### config.mk
export PLATFORM = sky130hd
export DESIGN_NAME = fetch_unit
export DESIGN_NICKNAME = d
export VERILOG_FILES = /design/src/rtl/risc_pkg.sv /design/src/rtl/fetch_unit.sv
export SDC_FILE = /design/constraint.sdc
export NUM_CORES = 1
export LEC_CHECK = 0
export BUFFER_PORTS_ARGS = -buffer_cell sky130_fd_sc_hd__buf_4
export CORE_MARGIN = 1
export CORE_UTILIZATION = 50
export CTS_CLUSTER_SIZE = 30
export DETAILED_ROUTE_END_ITERATION = 7
export GPL_TIMING_DRIVEN = 0
export PLACE_DENSITY = 0.79
export SLEW_MARGIN = 20
export SYNTH_ARGS = -nofsm -noshare
export SYNTH_HDL_FRONTEND = slang
export SYNTH_SLANG_ARGS = --single-unit
### constraint.sdc
create_clock -name clka -period 5.5 [get_ports clka]
set_clock_uncertainty 0.1 [all_clocks]
set_input_delay 0.825 -clock clka [delete_from_list [all_inputs] [get_ports clka]]
set_output_delay 0.825 -clock clka [all_outputs]
set_load 0.01 [all_outputs]
### src/rtl/risc_pkg.sv
// Shared processor constants, fetch FSM encoding and small helpers used
// across the core.
package risc_pkg;

    localparam int AW = 13;
    localparam int DW = 32;

    localparam logic [31:0] COUNT_MAX = 32'hFFFF_FFFF;
    localparam logic [31:0] NOP_INSTR = 32'h0000_0013;

    typedef enum logic [1:0] {
        BOOT = 2'd0,
        RUN  = 2'd1,
        HOLD = 2'd2
    } fetch_state_t;

    // Counter increment that sticks at all-ones instead of rolling over.
    function automatic logic [31:0] sat_inc(input logic [31:0] value);
        return (value == COUNT_MAX) ? value : value + 32'd1;
    endfunction

endpackage

### src/rtl/fetch_unit.sv
// Instruction fetch stage in front of a 1-cycle-latency instruction RAM.
// Presents one instruction per cycle, holds it across stalls, restarts on redirect.
module fetch_unit #(
    parameter int            AW       = risc_pkg::AW,
    parameter int            DW       = risc_pkg::DW,
    parameter logic [AW-1:0] RESET_PC = '0
) (
    input  logic          clka,
    input  logic          rsta,
    output logic [AW-1:0] imem_addr,
    output logic          imem_we,
    output logic [DW-1:0] imem_din,
    input  logic [DW-1:0] imem_rdata,
    input  logic          stall,
    input  logic          redirect,
    input  logic [AW-1:0] redirect_pc,
    output logic [DW-1:0] instr,
    output logic [AW-1:0] instr_pc,
    output logic          instr_valid,
    output logic [31:0]   fetch_count
);
    import risc_pkg::*;

    localparam logic [AW-1:0] PC_ONE = {{(AW-1){1'b0}}, 1'b1};

    fetch_state_t  state_reg;
    logic [AW-1:0] fetch_pc_reg;
    logic [AW-1:0] inflight_pc_reg;
    logic [DW-1:0] hold_instr_reg;
    logic [AW-1:0] hold_pc_reg;
    logic [31:0]   fetch_count_reg;
    logic          valid_reg;

    always_ff @(posedge clka) begin
        if (rsta) begin
            state_reg       <= BOOT;
            fetch_pc_reg    <= RESET_PC;
            inflight_pc_reg <= '0;
            hold_instr_reg  <= '0;
            hold_pc_reg     <= '0;
            fetch_count_reg <= '0;
            valid_reg       <= 1'b0;
        end else if (redirect) begin
            // The displayed instruction is squashed; hold registers are left alone.
            fetch_pc_reg <= redirect_pc;
            state_reg    <= BOOT;
            valid_reg    <= 1'b0;
        end else begin
            case (state_reg)
                BOOT: begin
                    inflight_pc_reg <= fetch_pc_reg;
                    fetch_pc_reg    <= fetch_pc_reg + PC_ONE;
                    state_reg       <= RUN;
                    valid_reg       <= 1'b1;
                end
                RUN: begin
                    if (stall) begin
                        // RAM output will move on next edge, so capture it now.
                        hold_instr_reg <= imem_rdata;
                        hold_pc_reg    <= inflight_pc_reg;
                        state_reg      <= HOLD;
                    end else begin
                        inflight_pc_reg <= fetch_pc_reg;
                        fetch_pc_reg    <= fetch_pc_reg + PC_ONE;
                        fetch_count_reg <= sat_inc(fetch_count_reg);
                    end
                    valid_reg <= 1'b1;
                end
                HOLD: begin
                    if (!stall) begin
                        // fetch_pc never moved while held, so the RAM already shows its word.
                        inflight_pc_reg <= fetch_pc_reg;
                        fetch_pc_reg    <= fetch_pc_reg + PC_ONE;
                        fetch_count_reg <= sat_inc(fetch_count_reg);
                        state_reg       <= RUN;
                    end
                    valid_reg <= 1'b1;
                end
                default: begin
                    state_reg <= BOOT;
                    valid_reg <= 1'b0;
                end
            endcase
        end
    end

    always_comb begin
        instr    = imem_rdata;
        instr_pc = inflight_pc_reg;
        if (state_reg == HOLD) begin
            instr    = hold_instr_reg;
            instr_pc = hold_pc_reg;
        end
    end

    assign instr_valid = valid_reg;
    assign fetch_count = fetch_count_reg;
    assign imem_addr   = fetch_pc_reg;
    assign imem_we     = 1'b0;
    assign imem_din    = '0;

endmodule
## After elaboration in Yosys (flattened, before gate mapping)

Cells that the tools add are included.

| word-level totals | value |
|---|---|
| flip-flop bits (word level) | 106 |
| bits of input ports | 49 |
| output and inout bits | 124 |
| logic and storage cells | 41 |

| cells by class | value |
|---|---|
| add/sub/neg operators | 2 |
| equality and inequality tests | 7 |
| muxes and demuxes | 11 |
| bitwise operators | 3 |
| reduce and logical (&&, ||, !) cells | 11 |

Operators by type and width:

| kind | count |
|---|---|
| two-way mux 13 bit | 4 |
| case mux 13 bit (2 select lines) | 2 |
| adder 32 x 1 -> 32 bit (second input constant) | 1 |
| equality test 32 bit (second input constant) | 1 |
| two-way mux 32 bit | 1 |
| adder 13 x 1 -> 13 bit (second input constant) | 1 |
| != test 2 bit (second input constant) | 3 |
| case mux 2 bit (3 select lines) | 1 |
| AND reduction 3 bit | 2 |
| two-way mux 2 bit | 2 |
| AND reduction 2 bit | 2 |
| AND reduction 4 bit | 1 |
| OR reduction 2 bit | 2 |
| != test 3 x 2 -> 1 bit (second input constant) | 1 |
| inverter 1 bit | 3 |
| nonzero test 3 bit | 1 |
| OR reduction 3 bit | 1 |
| equality test 2 x 1 -> 1 bit (second input constant) | 1 |
| equality test 2 bit (second input constant) | 1 |
| zero test 2 bit | 1 |
| nonzero test 2 bit | 1 |
| two-way mux 1 bit | 1 |

## Logic depth before layout (Yosys ltp)

| logic depth | value |
|---|---|
| depth after elaboration | 4 |
| mapped depth | 8 |
| gate-level depth less buffers | 7 |

## Worst setup path after synthesis

Ideal clock, no wire load.

| timing | value |
|---|---|
| path type | register to output |
| start point | reg state_reg[0] |
| end point | out instr[22] |
| arrival time | 1.667 ns |
| required time | 4.575 ns |
| slack | 2.908 ns |
| cell stages (with the launch flop) | 6 |
| path buffers | 2 |
| cells stage by stage | dfxtp_1 inv_1 ha_1 buf_1 buf_1 mux2_2 |

| between the ends | value |
|---|---|
| longest elaborated chain between the ends | 2 |

RTL lines:

| item | line | RTL |
|---|---|---|
| start: declaration | fetch_unit.sv:26 | `fetch_state_t state_reg;` |
| start signal: assignment | fetch_unit.sv:36 | `state_reg <= BOOT;` |
| start signal: assignment | fetch_unit.sv:46 | `state_reg <= BOOT;` |
| start signal: assignment | fetch_unit.sv:53 | `state_reg <= RUN;` |
| equality test 2 bit | fetch_unit.sv:90 | `if (state_reg == HOLD) begin` |
| two-way mux 32 bit | fetch_unit.sv:90 |  |
| end: declaration | fetch_unit.sv:17 | `output logic [DW-1:0] instr,` |

Every way passes these cells.

## Worst setup path after layout

Ends and elaborated chain as after synthesis.

==> reports/results.ini <==
[power]
power.switching_uw = 416
p_seq_frac = 0.538
sw_frac_of_total = 0.279
p_total_uw = 1490
ir_worst_vdd_v = 0.000182
p_comb_frac = 0.138
intPower_uw = 1080
clock_power_share = 0.324
p_per_area_nw_per_um2 = 221
total_leakage_power_uw = 0.00270

[die]
die_area_um2 = 10900
die-width_um = 104
io_pins = 173
num_rows = 37
coreArea_um2 = 10200
start_util = 0.512
dieHeight_um = 104

[placement]
io_buffers = 137
gp_congestion = 0.885
dp_hpwl_mm = 9.98
detailed_place.area_um2 = 6560

[clock_tree]
cts_buffers = 9
clk_latency_ns = 0.39
htreeDepth = 3
post_cts_buffers = 0
ctsResizeCount = 0
cts.sinks = 106
clk_pin_slew_worst_paths_ns = 0.10
ctsHoldBuffers = 0
cts_tree = done
cts_max_path_buffers = 2
cts-root-buf = clkbuf_8

[worst_setup_path]
critical_path_class = flip-flop to output pin
worstSetupStartpoint = state_reg[0]
cp_max_fo = 10
rr_startpoint = state_reg[0]
crit_arrival_ns = 2.57
r2r-end = fetch_count[29]
reg2reg_slack_ns = 2.63
cp_data_required_time_ns = 4.58
worstSetupStartpointType = flip-flop
end_kind = output pin
worstSetupEndpoint = instr[22]
ff2ff_path_depth = 7

[synthesis]
synth-seq-cells = 106
post_synth.cell_area_avg_um2 = 8.22
synth_area_um2 = 5240
synthCells = 638
yosysWarnings = 0
synth.yosys.seq_area_share = 0.405
synth.distinct_cells = 41
async_flop_share = 0
synth_flop_cell = dfxtp_1
synth-edff-count = 0

[cells_and_area]
fillers = 905
utilization = 0.660
layout_commonest_cell = buf_4
area_growth_pct = 28.9
mostFrequentLayoutCells = buf_4, nand2_1, dfxtp_1, a21oi_1, mux2_2
n_antenna_cell = 0
final_area_um2 = 6760
nets = 874
drive_gt1_frac = 0.294

[detailed_routing]
avgRoutedWirePerCell_um = 13.9
drc_errors = 0
via_count = 4920
first_pass_iters = 5
drtIter0Drc = 271
drt-total-wl_mm = 13.3
ant_nets = 0
avgViaCountPerCell = 5.13

[timing]
rsz0062_at_grt = no
max_freq_mhz = 286
finalSetupTns_ns = 0
fin_crit_ns = 3.50
worstMarginPinSlew_ns = 0.978
slew_viol_final = 0
whs_ns = 0.359
finalCritPeriodShare = 0.636
max_slew_margin = 0.342
hold_viol_final = 0
setup_viol = 0

[global_route]
grt-ovfl-total = 0
grt_usage = 0.245
grt_pass1_vias = 4590
antenna_found_initial = 1
grt_max_degree = 20
grt_pass1_wl_mm = 21.8

[run_status]
status = finished clean

[hold_path]
hold_start = hold_pc_reg[6]
hold_class = flip-flop to flip-flop

[flow_run]
drv_cap = 0

[Yosys cell counts (all sizes together), types with 7 or more instances]
library cell	instances	area, um2
or3	9	56.3
xnor2	19	166
nor2	37	139
xor2	13	114
clkbuf	30	113
o21ai	9	45.0
a211oi	10	75.1
dfxtp	106	2120
nand3	15	75.1
a21oi	80	400
inv	10	37.5
nand4	19	131
buf	40	278
mux2	45	507
nor3	7	35.0
ha	7	87.6
nand2	142	533
[critical path: stages, from the launching register on]
cell     delay, ns
dfxtp_1       0.37
inv_1         0.10
ha_1          0.23
buf_1         0.44
buf_1         0.50
mux2_2        0.41
buf_4         0.14
[through the flow]
step                      worst slack, ns  std cells
after detailed placement             2.41        943
after floorplan                      2.91        670
after global placement               2.46        943
after global routing                 1.77        959
final                                2.00        959
after CTS                            1.97        959
[layer usage]
metal  share of wire  vias to the layer above  global-route usage
li1                -                     2474                   -
met2            0.49                      155               0.431
met5               0                        -                   0
met4           0.015                        0              0.0704
met3           0.063                       16              0.0545
met1            0.43                     2275               0.299
[worst min-delay path by stage]
| stage | depth (start not counted) | to | slack, ns |
|---|---|---|---|
| floorplan | 2 | hold_instr_reg[0] | 0.33 |
| global placement | 2 | hold_pc_reg[3] | 0.34 |
| detailed placement | 2 | hold_instr_reg[21] | 0.35 |
| CTS | 2 | hold_instr_reg[12] | 0.36 |
| global route | 2 | hold_instr_reg[21] | 0.37 |
| finish | 2 | hold_pc_reg[6] | 0.36 |
[kinds of logic after synthesis]
| group | Yosys count | synth area share |
|---|---|---|
| and+or+nand+nor | 255 | 0.225 |
| AOI/OAI and AO/OA | 110 | 0.118 |
| DFF | 106 | 0.405 |
| buffers and inverters | 80 | 0.0816 |
| muxes | 47 | 0.100 |
| xor gates and xnor gates | 32 | 0.0535 |
| adders and majority gates | 7 | 0.0167 |
| other | 1 | 0.000715 |
[power by group through the flow]
| stage | sequential (uW) | clock (uW) | combinational (uW) |
|---|---|---|---|
| after global routing | 805 | 518 | 224 |
| after CTS | 802 | 492 | 206 |
| after global placement | 818 | 0 | 201 |
| after floorplan | 817 | 0 | 114 |
| after detailed placement | 820 | 0 | 204 |
| final | 803 | 483 | 206 |
[final cells by class]
| type | count | area [um2] | area share |
|---|---|---|---|
| Buffer | 70 | 390 | 0.0578 |
| Clock buffer | 10 | 138 | 0.0204 |
| Clock inverter | 6 | 56.3 | 0.00833 |
| Inverter | 10 | 37.5 | 0.00556 |
| Multi-Input combinational cell | 484 | 2810 | 0.416 |
| Sequential cell | 106 | 2120 | 0.314 |
| Tap cell | 136 | 170 | 0.0252 |
| Timing Repair Buffer | 137 | 1030 | 0.152 |
Power figures use the tool's default switching activity.
